## src/rtl/wb_pkg.sv

```systemverilog
// wb_pkg: shared FSM states, size encodings and constant sources for wb_select_unit
package wb_pkg;
    typedef enum logic [1:0] {IDLE, WAIT, OUT} state_t;
    localparam logic [1:0] SZ_WORD = 2'b00;
    localparam logic [1:0] SZ_HALF = 2'b01;
    localparam logic [1:0] SZ_BYTE = 2'b10;
    localparam int EXC_VEC = 227;
    localparam int ZERO    = 0;
    localparam int ONE     = 1;
endpackage

```

## src/rtl/wb_extend.sv

```systemverilog
// wb_extend: half/byte zero- or sign-extension; din raw data, size/sign controls, dout adjusted data
module wb_extend
    import wb_pkg::*;
#(
    parameter int DATA_W = 32
) (
    input  logic [DATA_W-1:0] din,
    input  logic [1:0]        size,
    input  logic              sign,
    output logic [DATA_W-1:0] dout
);
    always_comb dout = size == SZ_HALF ? {{(DATA_W-16){sign & din[15]}}, din[15:0]} :
                       size == SZ_BYTE ? {{(DATA_W-8){sign & din[7]}}, din[7:0]} : din;
endmodule

```

## src/rtl/wb_select_unit.sv

```systemverilog
// wb_select_unit: selects, waits for and size-adjusts write-back data; req_* request side, wr_* register-file side, err abort pulse
module wb_select_unit
    import wb_pkg::*;
#(
    parameter int DATA_W  = 32,
    parameter int NSRC    = 6,
    parameter int SEL_W   = 4,
    parameter int TIMEOUT = 64
) (
    input  logic                   clk,
    input  logic                   reset,
    input  logic [NSRC*DATA_W-1:0] src_bus,
    input  logic [NSRC-1:0]        src_rdy,
    input  logic                   req_valid,
    output logic                   req_ready,
    input  logic [SEL_W-1:0]       req_sel,
    input  logic [1:0]             req_size,
    input  logic                   req_sign,
    output logic                   wr_valid,
    input  logic                   wr_ready,
    output logic [DATA_W-1:0]      wr_data,
    output logic                   err
);
    localparam int CW = $clog2(TIMEOUT) + 1;
    localparam int NT = 2 ** SEL_W;
    state_t state, nxt;
    logic [SEL_W-1:0] sel_q, cur_sel;
    logic [1:0] size_q, cur_size;
    logic sign_q, cur_sign, legal, rdy, cap, err_n;
    logic [CW-1:0] cnt, cnt_n;
    logic [DATA_W-1:0] tab [NT];
    logic [NT-1:0] rdy_v;
    logic [DATA_W-1:0] ext;
    // full 2**SEL_W table: external sources first, then the constants (always ready)
    for (genvar i = 0; i < NT; i++) begin : g
        if (i < NSRC) begin : s
            assign tab[i]   = src_bus[i*DATA_W +: DATA_W];
            assign rdy_v[i] = src_rdy[i];
        end else begin : c
            assign tab[i]   = i == NSRC ? DATA_W'(EXC_VEC) : i == NSRC + 1 ? DATA_W'(ZERO) : DATA_W'(ONE);
            assign rdy_v[i] = 1'b1;
        end
    end
    // in IDLE the live request drives the capture path so a ready source captures on the handshake
    always_comb begin
        cur_sel  = state == IDLE ? req_sel : sel_q;
        cur_size = state == IDLE ? req_size : size_q;
        cur_sign = state == IDLE ? req_sign : sign_q;
        legal    = 32'(cur_sel) < 32'(NSRC + 3);
        rdy      = rdy_v[cur_sel];
    end
    wb_extend #(.DATA_W(DATA_W)) u_ext (
        .din  (tab[cur_sel]),
        .size (cur_size),
        .sign (cur_sign),
        .dout (ext)
    );
    always_comb begin
        nxt   = state;
        cap   = 1'b0;
        err_n = 1'b0;
        cnt_n = cnt;
        case (state)
            IDLE: if (req_valid) begin
                if (!legal) err_n = 1'b1;
                else if (rdy) begin
                    cap = 1'b1;
                    nxt = OUT;
                end else begin
                    nxt   = WAIT;
                    cnt_n = '0;
                end
            end
            WAIT: if (rdy) begin
                cap = 1'b1;
                nxt = OUT;
            end else if (cnt == CW'(TIMEOUT - 1)) begin
                err_n = 1'b1;
                nxt   = IDLE;
            end else cnt_n = cnt + 1'b1;
            OUT: nxt = wr_ready ? IDLE : OUT;
            default: nxt = IDLE;
        endcase
    end
    always_ff @(posedge clk) begin
        if (reset) begin
            state   <= IDLE;
            sel_q   <= '0;
            size_q  <= '0;
            sign_q  <= 1'b0;
            cnt     <= '0;
            wr_data <= '0;
            err     <= 1'b0;
        end else begin
            state <= nxt;
            cnt   <= cnt_n;
            err   <= err_n;
            if (state == IDLE && req_valid) {sel_q, size_q, sign_q} <= {req_sel, req_size, req_sign};
            if (cap) wr_data <= ext;
        end
    end
    assign req_ready = state == IDLE;
    assign wr_valid  = state == OUT;
endmodule

```

## config.mk

```make
export PLATFORM = sky130hd
export DESIGN_NAME = wb_select_unit
export DESIGN_NICKNAME = d
export VERILOG_FILES = /design/src/rtl/wb_pkg.sv /design/src/rtl/wb_extend.sv /design/src/rtl/wb_select_unit.sv
export SDC_FILE = /design/constraint.sdc
export NUM_CORES = 1
export LEC_CHECK = 0
export CAP_MARGIN = 20
export CORE_MARGIN = 8
export CORE_UTILIZATION = 30
export CTS_CLUSTER_SIZE = 30
export DETAILED_ROUTE_END_ITERATION = 8
export MAX_ROUTING_LAYER = met4
export PLACE_DENSITY = 0.66
export SYNTH_ARGS = -nofsm -noshare
export SYNTH_HDL_FRONTEND = slang
export SYNTH_HIERARCHICAL = 1
export SYNTH_SLANG_ARGS = --single-unit
```

## constraint.sdc

```tcl
create_clock -name clk -period 4.7 [get_ports clk]
set_input_delay 0.94 -clock clk [delete_from_list [all_inputs] [get_ports clk]]
set_output_delay 0.94 -clock clk [all_outputs]
set_load 0.005 [all_outputs]
```

# Word level (Yosys, flattened, before mapping)
# Index checks and enable logic that the tools add are counted.
# totals
reg_bits,49
in_bits,209
output_inout_bits,35
# classes
n_addsub,1
order_cmp,3
n_eq_ne,11
n_mux,32
bitwise_logic,3
n_reduce_logical,5
# ops
op,count
$bmux 32 s4,1
$mux 32,4
$mux 7,5
$mux 2,7
$pmux 7 s2,1
$mux 1,9
$ne 2x2->1 const B,4
$add 7x1->7 const B,1
$eq 7x6->1 const B,1
$pmux 2 s3,1
$reduce_and 6->1,1
$ge 5x5->1 const B,1
$lt 4x5->1 const B,1
$not 4->5,1
$bmux 1 s4,1
$eq 2x1->1 const B,2
$eq 2x2->1 const B,2
$lt 4x4->1 const B,1
$mux 4,1
$pmux 1 s2,2
$ne 3x3->1 const B,1
$reduce_and 3->1,1
$and 1x1->1,2
$logic_not 2->1,1
3 further kinds,3

# Logic depth before layout (Yosys ltp)
# logic_depth
word_depth,9
ltp_mapped,15
mapped_depth_nobuf,10

# By module
# Netlist, hierarchy kept.
# by_module_without_submodules
module,n_inst,cells_per_inst,area_per_inst_um2
wb_select_unit,1,648,3890.0
wb_extend,1,64,382.9

# Least setup slack after synthesis
# OpenSTA, ideal clock, no wires.
# synth_path
path_kind,input to register
startpoint,input req_sel[0]
endpoint,register wr_data[17]
setup_ns,0.070
arrival_time_ns,3.033
t_required_ns,4.630
path_slack_ns,1.597
cell_stages,12
n_path_buf,2
path_cell_list,or3b_2 and2_1 clkbuf_1 nand2_1 a2bb2oi_1 nor2_1 a211oi_1 nand4b_1 buf_2 o211ai_1 nand3_1 a21oi_1
# synth_between
elab_chain_len,8
elab_cells_between_ends,16
classes_between,order compare: 1; mux: 12; bitwise: 3
# synth_lines
element,line,rtl
from (decl),wb_select_unit.sv:16,"input logic [SEL_W-1:0] req_sel,"
$mux 4 *,wb_select_unit.sv:46,cur_sel = state == IDLE ? req_sel : sel_q;
$not 4->5 (not written as such) *,wb_select_unit.sv:53,".din (tab[cur_sel]),"
$bmux 32 s4 *,wb_select_unit.sv:53,
$mux 32 (not written as such) * (2 in series),wb_select_unit.sv:53,
$and 1x1->1,wb_extend.sv:13,"size == SZ_BYTE ? {{(DATA_W-8){sign & din[7]}}, din[7:0]} : din;"
$mux 32,wb_extend.sv:13,
$mux 32 *,wb_extend.sv:12,"always_comb dout = size == SZ_HALF ? {{(DATA_W-16){sign & din[15]}}, din[15:0]} :"
via ext[17],wb_select_unit.sv:33,logic [DATA_W-1:0] ext;
to (signal assigned),wb_select_unit.sv:99,if (cap) wr_data <= ext;
to (decl),wb_select_unit.sv:21,"output logic [DATA_W-1:0] wr_data,"
# The timed path passes the listed nets; every way through them passes the cells marked *. The select of a mux whose other input is x is not followed.
# A chain may end at the register's enable or synchronous reset.

# Worst setup path after layout
# layout_path
startpoint,input req_sel[0]
endpoint,register wr_data[10]
# Same word-level chain as after synthesis.

==> impl_metrics.py <==
metrics = {
    "status": {
        "status": "complete, no violations",
    },
    "yosys": {
        "ys_async_sr_fraction": 0,
        "synth_edf_count": 0,
        "synth_top_area_share": 0.230,
        "synth_seq_cells": 49,
        "synth_area_leader_cell": "dfxtp_1",
        "syn_inst": 712,
        "netlist_area_um2": 4270,
        "synth_flop_cell": "dfxtp_1",
        "yosys.area_share.adder": 0.00293,
        "synthesis.nets": 922,
        "yosys.area_share.simple": 0.392,
        "ys_top_cells_by_area": "dfxtp_1, nand2_1, nand3_1, a21oi_1, a32oi_1",
        "synth_compound_area_frac": 0.245,
        "avgSynthCellArea_um2": 6.00,
        "synth.area.mux_share": 0.0255,
        "synth-xor-area-share": 0.00381,
        "synth_top_family_by_area": "simple AND/OR/NAND/NOR gates",
        "yosysWarningCount": 6,
        "yosysSeqAreaShare": 0.230,
        "ys_types": 45,
    },
    "cells_and_area": {
        "nFillCells": 1422,
        "fin_util": 0.497,
        "drive_above_1_share": 0.0442,
        "final_common_cell": "clkdlybuf4s50_1",
        "fin_nets": 1115,
        "area_growth_pct": 61.3,
        "final_cell_mix": "clkdlybuf4s50_1, nand2_1, nand3_1",
        "diodes": 0,
    },
    "sta": {
        "rsz0062_at_grt": "false",
        "fmax_mhz": 269,
        "post-route-period-util": 0.790,
        "tightest_slew_ps": 770,
        "clock_skew_ps": 6.58,
        "worst_slack_ps": 985,
        "final_max_slew_viol_count": 0,
        "hold_violations": 0,
        "hold_slack_ps": 457,
        "fin_setup_tns_ps": 0,
        "finalCriticalPeriod_ps": 3710,
        "setup_violations": 0,
        "relSlewSlack": 0.487,
    },
    "grt": {
        "grt_pass1_wl_um": 31700,
        "grt_max_degree": 46,
        "antenna_found_initial": 0,
        "gr-total-overflow": 0,
        "grt_pass1_vias": 5742,
        "grt_util_all_layers": 0.224,
    },
    "pwr": {
        "p_int_mw": 1.08,
        "power.total_mw": 1.78,
        "p_switching_mw": 0.698,
        "p_per_area_nw_per_um2": 258,
        "combPwrFrac": 0.520,
        "seqPwrFrac": 0.265,
        "clkPwrFrac": 0.215,
        "sw_frac_of_total": 0.392,
        "peakVddDrop_mv": 0.139,
        "p_leak_nw": 2.69,
    },
    "detailed_routing": {
        "drtAntennaViolNets": 0,
        "routed_wl_um": 20400,
        "firstDrtPassIters": 5,
        "wl_per_cell_um": 18.8,
        "first_iter_violations": 426,
        "vias": 5774,
        "detail_route.vias_per_cell": 5.32,
        "drc": 0,
    },
    "min_path": {
        "hold_path.class": "reg2reg",
    },
    "die": {
        "ioPinCount": 244,
        "die_x_um": 135,
        "die_h_um": 135,
        "num_rows": 43,
        "dieArea_um2": 18300,
        "coreArea_um2": 13900,
        "start_util": 0.308,
    },
    "critical_path": {
        "start_kind": "input port",
        "worstPathRequired_ps": 4910,
        "critical_path.endpoint_type": "flip-flop",
        "worst_ep_arrival_time_ps": 3920,
        "path_max_fanout": 24,
        "timing_worst_setup_path_type": "in2reg",
    },
    "clock_tree": {
        "htree_num_levels": 2,
        "clock_sinks": 49,
        "cts_tree": "done",
        "worstSkewPairLatency_ps": 290,
        "path_clk_slew_ps": 70,
        "post_cts_resized": 0,
        "cts-buffers-inserted": 5,
        "hold_buffers": 0,
        "post_cts_buffers": 0,
        "cts_max_path_buffers": 2,
        "cts-root-buf": "clkbuf_16",
    },
    "place": {
        "portBuffers": 243,
        "gp_congestion": 0.872,
        "dpl_worst_slack_ps": 678,
        "dp_hpwl_um": 15800,
    },
    "run": {
        "maxCapViolCount": 0,
    },
}
==> worst max-delay path: stages <==
cell and delay [ps]:
clkdlybuf4s50_1 520, or3b_2 510, and2_2 360, nand2_1 220
a2bb2oi_1 180, nor2_1 50, a211oi_1 390, nand4b_1 150
buf_4 240, o21ai_0 120, nand3_1 90, a21oi_1 130
==> synth_stat cells, types with 2 or more instances <==
master / n
and2_1: 3
buf_4: 9
mux2i_1: 3
dfxtp_1: 49
nand2_1: 228
nand4b_1: 2
nor2b_1: 2
or3_1: 3
buf_1: 7
mux2_2: 5
or4_1: 5
a311oi_1: 2
nand3_1: 103
a211oi_1: 5
nor3_1: 2
inv_1: 28
nor2_1: 36
clkbuf_1: 47
o211ai_1: 17
a21oi_1: 49
o21ai_0: 43
a21o_1: 2
o31ai_1: 5
a2bb2oi_1: 4
buf_2: 7
buf_6: 2
a32oi_1: 26
==> cell families after synthesis <==
family                   count (synthesis)
adder cells (fa/ha/maj)                  1
XOR/XNOR                                 1
buffers and inverters                  100
flip-flops                              49
multiplexers                             9
AO/OA/AOI/OAI                          162
AND/OR/NAND/NOR                        390
==> registers in the layout, summed over array words and instances (netlist names) <==
signal	flops
sel_q	4
sign_q	1
cnt	7
state	2
size_q	2
wr_data	32
err	1
==> per-stage QoR <==
| step | area (um2) | cells |
|---|---|---|
| after CTS | 6890 | 1086 |
| after floorplan | 4270 | 712 |
| after global routing | 6890 | 1086 |
| after global placement | 6740 | 1078 |
| final | 6890 | 1086 |
| after detailed placement | 6740 | 1078 |
==> final timing paths <==
check	start	endpoint	slack [ps]	depth (start not counted)
worst max-delay path	req_sel[0]	wr_data[10]$_SDFFE_PP0P_	990	12
worst min-delay path	size_q[0]$_SDFFE_PP0P_	size_q[0]$_SDFFE_PP0P_	460	2
worst max register to register	state[0]$_SDFFE_PP0P_	wr_data[10]$_SDFFE_PP0P_	1490	13
worst min register to register	size_q[0]$_SDFFE_PP0P_	size_q[0]$_SDFFE_PP0P_	460	2
==> final cells by class <==
cell class | count | area (um2) | share of cell area
inverters | 28 | 105 | 0.0152
well taps | 180 | 225 | 0.0327
clock buffers | 7 | 153 | 0.0221
flip-flops and latches | 49 | 981 | 0.142
multi-input cells | 563 | 2880 | 0.418
repair buffers | 258 | 2540 | 0.369
clock inverters | 1 | 5.00 | 0.000726
==> power groups by stage <==
stage / logic (mW) / registers, mW / clock network (mW)
floorplan: 0.550 / 0.472 / 0
global placement: 0.926 / 0.479 / 0
detailed placement: 0.925 / 0.480 / 0
CTS: 0.931 / 0.471 / 0.385
global route: 1.03 / 0.474 / 0.402
finish: 0.925 / 0.471 / 0.382
==> metal layers <==
layer  GRT usage  routed length [um]  vias to the layer above
met2       0.381               10100                      257
met5           -                   0                        -
met4      0.0500                 395                        0
li1            -                   -                     2825
met1       0.269                8440                     2665
met3      0.0419                1450                       27
No activity file was read; power rests on OpenSTA's default activity.
